## src/rtl/proc_ctrl.sv

```systemverilog
// proc_ctrl: run sequencer between the host register file and the iterative
// arithmetic datapath. A START snapshots the run constants. The block then
// issues niter single-outstanding datapath requests and accumulates the sum
// and the sum of squares of the returned values. It reports
// IDLE/BUSY/COMPLETE/ERROR to the host, which answers COMPLETE/ERROR with ACK.
module proc_ctrl #(
  parameter int unsigned TIMEOUT = 1024
) (
  input  logic        clk,
  input  logic        RESET,
  input  logic [3:0]  proc_cmd,
  input  logic [31:0] niter,
  input  logic [63:0] constK,
  input  logic [63:0] const1,
  input  logic [63:0] const2,
  output logic [3:0]  proc_status,
  output logic [63:0] proc_sum_dout,
  output logic [63:0] proc_pow_sum_dout,
  output logic        dp_req,
  output logic [31:0] dp_idx,
  output logic [63:0] dp_k,
  output logic [63:0] dp_c1,
  output logic [63:0] dp_c2,
  input  logic        dp_ack,
  input  logic [31:0] dp_result
);

  localparam logic [3:0] CMD_START = 4'd1;
  localparam logic [3:0] CMD_ACK   = 4'd2;
  localparam logic [3:0] CMD_ABORT = 4'd3;

  localparam logic [3:0] ST_IDLE     = 4'd0;
  localparam logic [3:0] ST_BUSY     = 4'd1;
  localparam logic [3:0] ST_COMPLETE = 4'd2;
  localparam logic [3:0] ST_ERROR    = 4'd3;

  // Watchdog terminal count: reaching it in REQ without an ack ends the run.
  localparam logic [31:0] WD_LAST = 32'(TIMEOUT - 1);

  typedef enum logic [2:0] {
    S_IDLE = 3'd0,
    S_REQ  = 3'd1,
    S_ACC  = 3'd2,
    S_DONE = 3'd3,
    S_ERR  = 3'd4
  } state_t;

  state_t      state_q, state_d;
  logic [31:0] niter_q, niter_d;
  logic [31:0] idx_q, idx_d;
  logic [31:0] wd_q, wd_d;
  logic [63:0] sum_q, sum_d;
  logic [63:0] pow_q, pow_d;
  logic [63:0] k_q, k_d;
  logic [63:0] c1_q, c1_d;
  logic [63:0] c2_q, c2_d;
  logic [3:0]  status_q, status_d;
  logic        req_q, req_d;

  logic        is_start;
  logic        is_ack_cmd;
  logic        is_abort;
  logic        wd_expired;
  logic [31:0] idx_inc;
  logic [63:0] result_ext;
  logic [63:0] result_sq;

  assign is_start   = (proc_cmd == CMD_START);
  assign is_ack_cmd = (proc_cmd == CMD_ACK);
  assign is_abort   = (proc_cmd == CMD_ABORT);
  assign wd_expired = (wd_q == WD_LAST);
  assign idx_inc    = idx_q + 32'd1;
  assign result_ext = {32'b0, dp_result};
  assign result_sq  = result_ext * result_ext;

  // State register plus all run registers; reset returns everything to zero.
  always_ff @(posedge clk) begin
    if (RESET) begin
      state_q  <= S_IDLE;
      niter_q  <= '0;
      idx_q    <= '0;
      wd_q     <= '0;
      sum_q    <= '0;
      pow_q    <= '0;
      k_q      <= '0;
      c1_q     <= '0;
      c2_q     <= '0;
      status_q <= ST_IDLE;
      req_q    <= 1'b0;
    end else begin
      state_q  <= state_d;
      niter_q  <= niter_d;
      idx_q    <= idx_d;
      wd_q     <= wd_d;
      sum_q    <= sum_d;
      pow_q    <= pow_d;
      k_q      <= k_d;
      c1_q     <= c1_d;
      c2_q     <= c2_d;
      status_q <= status_d;
      req_q    <= req_d;
    end
  end

  // Next-state logic; abort beats timeout, which beats a datapath ack.
  always_comb begin
    state_d = state_q;
    case (state_q)
      S_IDLE: begin
        if (is_start) state_d = (niter == 32'd0) ? S_DONE : S_REQ;
      end
      S_REQ: begin
        if (is_abort)        state_d = S_IDLE;
        else if (wd_expired) state_d = S_ERR;
        else if (dp_ack)     state_d = S_ACC;
      end
      S_ACC: begin
        if (is_abort)                state_d = S_IDLE;
        else if (idx_inc == niter_q) state_d = S_DONE;
        else                         state_d = S_REQ;
      end
      S_DONE, S_ERR: begin
        if (is_ack_cmd) state_d = S_IDLE;
      end
      default: state_d = S_IDLE;
    endcase
  end

  // Run datapath: snapshots, iteration index, watchdog and accumulators.
  always_comb begin
    niter_d = niter_q;
    idx_d   = idx_q;
    wd_d    = wd_q;
    sum_d   = sum_q;
    pow_d   = pow_q;
    k_d     = k_q;
    c1_d    = c1_q;
    c2_d    = c2_q;
    case (state_q)
      S_IDLE: begin
        if (is_start) begin
          niter_d = niter;
          k_d     = constK;
          c1_d    = const1;
          c2_d    = const2;
          idx_d   = '0;
          wd_d    = '0;
          sum_d   = '0;
          pow_d   = '0;
        end
      end
      S_REQ: begin
        // An ack that coincides with abort or timeout is dropped.
        if (!is_abort && !wd_expired) begin
          if (dp_ack) begin
            sum_d = sum_q + result_ext;
            pow_d = pow_q + result_sq;
          end else begin
            wd_d = wd_q + 32'd1;
          end
        end
      end
      S_ACC: begin
        if (!is_abort) begin
          idx_d = idx_inc;
          wd_d  = '0;
        end
      end
      default: ;
    endcase
  end

  // Output decode from the next state, so status and dp_req change on the same edge as the state.
  always_comb begin
    status_d = ST_IDLE;
    req_d    = 1'b0;
    case (state_d)
      S_REQ:   begin status_d = ST_BUSY; req_d = 1'b1; end
      S_ACC:   status_d = ST_BUSY;
      S_DONE:  status_d = ST_COMPLETE;
      S_ERR:   status_d = ST_ERROR;
      default: status_d = ST_IDLE;
    endcase
  end

  assign proc_status       = status_q;
  assign dp_req            = req_q;
  assign proc_sum_dout     = sum_q;
  assign proc_pow_sum_dout = pow_q;
  assign dp_idx            = idx_q;
  assign dp_k              = k_q;
  assign dp_c1             = c1_q;
  assign dp_c2             = c2_q;

endmodule

```

## config.mk

```make
export PLATFORM = sky130hd
export DESIGN_NAME = proc_ctrl
export DESIGN_NICKNAME = d
export VERILOG_FILES = /design/src/rtl/proc_ctrl.sv
export SDC_FILE = /design/constraint.sdc
export NUM_CORES = 2
export LEC_CHECK = 0
export CAP_MARGIN = 10
export CORE_MARGIN = 2
export CORE_UTILIZATION = 63
export DETAILED_ROUTE_END_ITERATION = 10
export MAX_ROUTING_LAYER = met4
export PLACE_DENSITY = 0.95
export SLEW_MARGIN = 10
export SYNTH_ARGS = -nofsm -noshare
export SYNTH_HDL_FRONTEND = slang
export SYNTH_SLANG_ARGS = --single-unit
```

## constraint.sdc

```tcl
create_clock -name clk -period 19.6 [get_ports clk]
set_input_delay 3.92 -clock clk [delete_from_list [all_inputs] [get_ports clk]]
set_output_delay 3.92 -clock clk [all_outputs]
set_load 0.05 [all_outputs]
```

==> flow_metrics.env <==
export IMPL_status="finished clean"
export IMPL_end_kind="register"
export IMPL_cts_buffers=49
export IMPL_slew_headroom_pct=18.99
export IMPL_holdBufCountCts=0
export IMPL_rsz0062_at_grt="no"
export IMPL_syn2layout_area_growth_pct=17.47
export IMPL_post_route_drc_count=0
export IMPL_r2r_end="proc_pow_sum_dout[58]"
export IMPL_r2r_start="proc_pow_sum_dout[29]"
export IMPL_seq_area_frac_synth_pct=17.27
export IMPL_fillCellCount=5125
export IMPL_min_path_cells=2
export IMPL_post_synth_main_area_contributors="fa_1 36%, dfxtp_1 17%, inv_1 9.3%, ha_1 7.4%, nand2_1 7.0%"
export IMPL_clkTransAtPathRegs_ps=60
export IMPL_portBuffers=617
export IMPL_antenna_found_initial=14
export IMPL_cts_tree="built"
export IMPL_die_width_um=282.6
export IMPL_worst_slew_pin_slew_ps=1212
export IMPL_top_layer="met4"
export IMPL_crit_fanout=28
export IMPL_critPathArrivalTime_ps=13220
export IMPL_nNetsFinal=7572
export IMPL_setup_tns_ps=0
export IMPL_slew_violations=0
export IMPL_fin_util_pct=74.41
export IMPL_finalHoldViolCount=0
export IMPL_viasPerCell=5.890
export IMPL_grt_start_max_net_pins=194
export IMPL_pin_count=620
export IMPL_yosysTopAreaCellShare_pct=35.73
export IMPL_dpl_cell_count=7135
export IMPL_first_pass_iters=8
export IMPL_yosysMostFrequentCell="inv_1"
export IMPL_synth_seq_cells=422
export IMPL_synthArstFlopShare_pct=0
export IMPL_floorplan_initialDensity_pct=63.34
export IMPL_fin_cells=7237
export IMPL_finalWirelength_um=166900
export IMPL_die_height_um=282.6
export IMPL_synth_edff_count=0
export IMPL_cts_root_buf="clkbuf_16"
export IMPL_post_cts_resized=0
export IMPL_drive_gt1_share_pct=2.620
export IMPL_grt_ovfl_total=0
export IMPL_postRouteAntennaNets=0
export IMPL_required_ps=20060
export IMPL_postCtsSetupBuffers=0
export IMPL_synth_cell_type_count=76
export IMPL_hp_start="dp_c1[24]"
export IMPL_multi_input_area_um2=34930
export IMPL_grt_first_pass_wirelength_um=255000
export IMPL_htree_levels=2
export IMPL_synthCells=5701
export IMPL_fin_crit_sh_pct=65.12
export IMPL_cts_buffer_depth=3
export IMPL_cap_violations=0
export IMPL_r2r_setup_slack_ps=11260
export IMPL_ys_flop_type="dfxtp_1"
export IMPL_worst_setup_path_start_kind="input port"
export IMPL_num_vias=42620
export IMPL_synth_top_area_cell="fa_1"
export IMPL_grt_total_usage_pct=43.70
export IMPL_timing_fmax_ghz=0.07835
export IMPL_gp_congestion=1.037
export IMPL_dp_hpwl_um=127200
export IMPL_setup_viol=0
export IMPL_worstHoldPathType="register to register"
export IMPL_ys_warn_count=0
export IMPL_skew_ps=17.41
export IMPL_clk_latency_ps=630
export IMPL_grt_pass1_vias=45160
export IMPL_regArea_um2=8448
export IMPL_synth_common_cells="1210 x inv_1, 912 x nand2_1, 873 x fa_1"
export IMPL_wl_per_cell_um=23.06
export IMPL_syn_area_um2=48910
export IMPL_wl_met2_um=74440
export IMPL_rr_worst_depth=25
export IMPL_clock_sinks=422
export IMPL_rows=102
export IMPL_fp_coreArea_um2=77210
export IMPL_drt_first_iter_violations=4298
export IMPL_dieArea_um2=79880
export IMPL_avgSynthCellArea_um2=8.579
export IMPL_wl_met3_um=22360
export IMPL_wl_met1_um=55290
export IMPL_worstSetupPathType="input port to register"
export IMPL_layout_min_cycle_time_ps=12760
export IMPL_worst_hold_path_endpoint="dp_c1[24]"
area by class of cell:
cell class                      instances  share of cell area, %
Antenna cell                           13                0.05662
Clock buffer                           63                  2.400
Clock inverter                         26                 0.5357
Inverter                             1211                  7.912
Multi-Input combinational cell       3801                  60.81
Sequential cell                       422                  14.70
Tap cell                             1040                  2.265
Timing Repair Buffer                  661                  11.32
kinds of logic after synthesis:
group           after synthesis  synth area share, %
simple gates               1666                15.47
other cells                   1             0.007667
compound gates              761                8.951
fa+ha+maj                  1163                43.15
buf+inv                    1479                11.38
flops                       422                17.27
mux                           8               0.1688
xor+xnor                    201                3.599
flip-flops by register name, summed over array words and instances (netlist names):
register and flops:
dp_c2 64, wd_q 32, niter_q 32, dp_req 1, dp_k 64, proc_status 2, proc_sum_dout 64, state_q 3
dp_idx 32, proc_pow_sum_dout 64, dp_c1 64
worst max-delay path, cell delays in order:
cell and delay (ps):
clkdlybuf4s50_1 460, buf_4 440, inv_1 450, nor2_1 400, fa_1 510, fa_1 510, fa_1 510, inv_1 50
fa_1 480, inv_1 50, fa_1 480, fa_1 530, fa_1 530, inv_1 70, fa_1 480, inv_1 50
ha_1 350, a21oi_1 340, o21ai_0 240, or4_1 560, nor4_1 280, nor3_1 180, a41oi_1 480, a31oi_1 280
a21boi_0 280, xor2_1 180, o21ai_0 100
metal layers:
metal	vias up	GRT usage (%)
met5	-	-
met3	882	14.87
met1	20510	49.39
li1	18310	-
met4	0	30.13
met2	2920	65.45
how the worst max path moves through the flow:
stage	start	to
after global placement	dp_result[6]	proc_pow_sum_dout[62]
final	dp_result[6]	proc_pow_sum_dout[58]
after CTS	dp_result[9]	proc_pow_sum_dout[58]
after floorplan	dp_result[7]	proc_pow_sum_dout[63]
after global routing	dp_result[9]	proc_pow_sum_dout[58]
after detailed placement	dp_result[9]	proc_pow_sum_dout[58]
layout by cell type, fill, tap and decap left out, drive strengths merged, types with 35 or more instances in the layout:
cell           instances
fa                   873
ha                   290
and2                 209
and3                  35
buf                   49
a21o                  67
xnor2                113
clkbuf                63
xor2                  88
nor2                 209
o21ai                136
dfxtp                422
nand2                912
nand4                 43
clkdlybuf4s50        612
a21oi                422
inv                 1215
nand3                 93
stage by stage:
step	instance area (µm²)	setup slack (ps)	hold slack, ps
global route	57450	6506	467.0
floorplan	48910	8476	447.8
global placement	55730	6840	440.2
CTS	57420	7094	453.3
detailed placement	55730	6542	445.7
finish	57450	6837	450.5
Power is left out: the tool's default activity adds up to more than one toggle a clock period on the data nets, which glitch-free logic cannot reach.
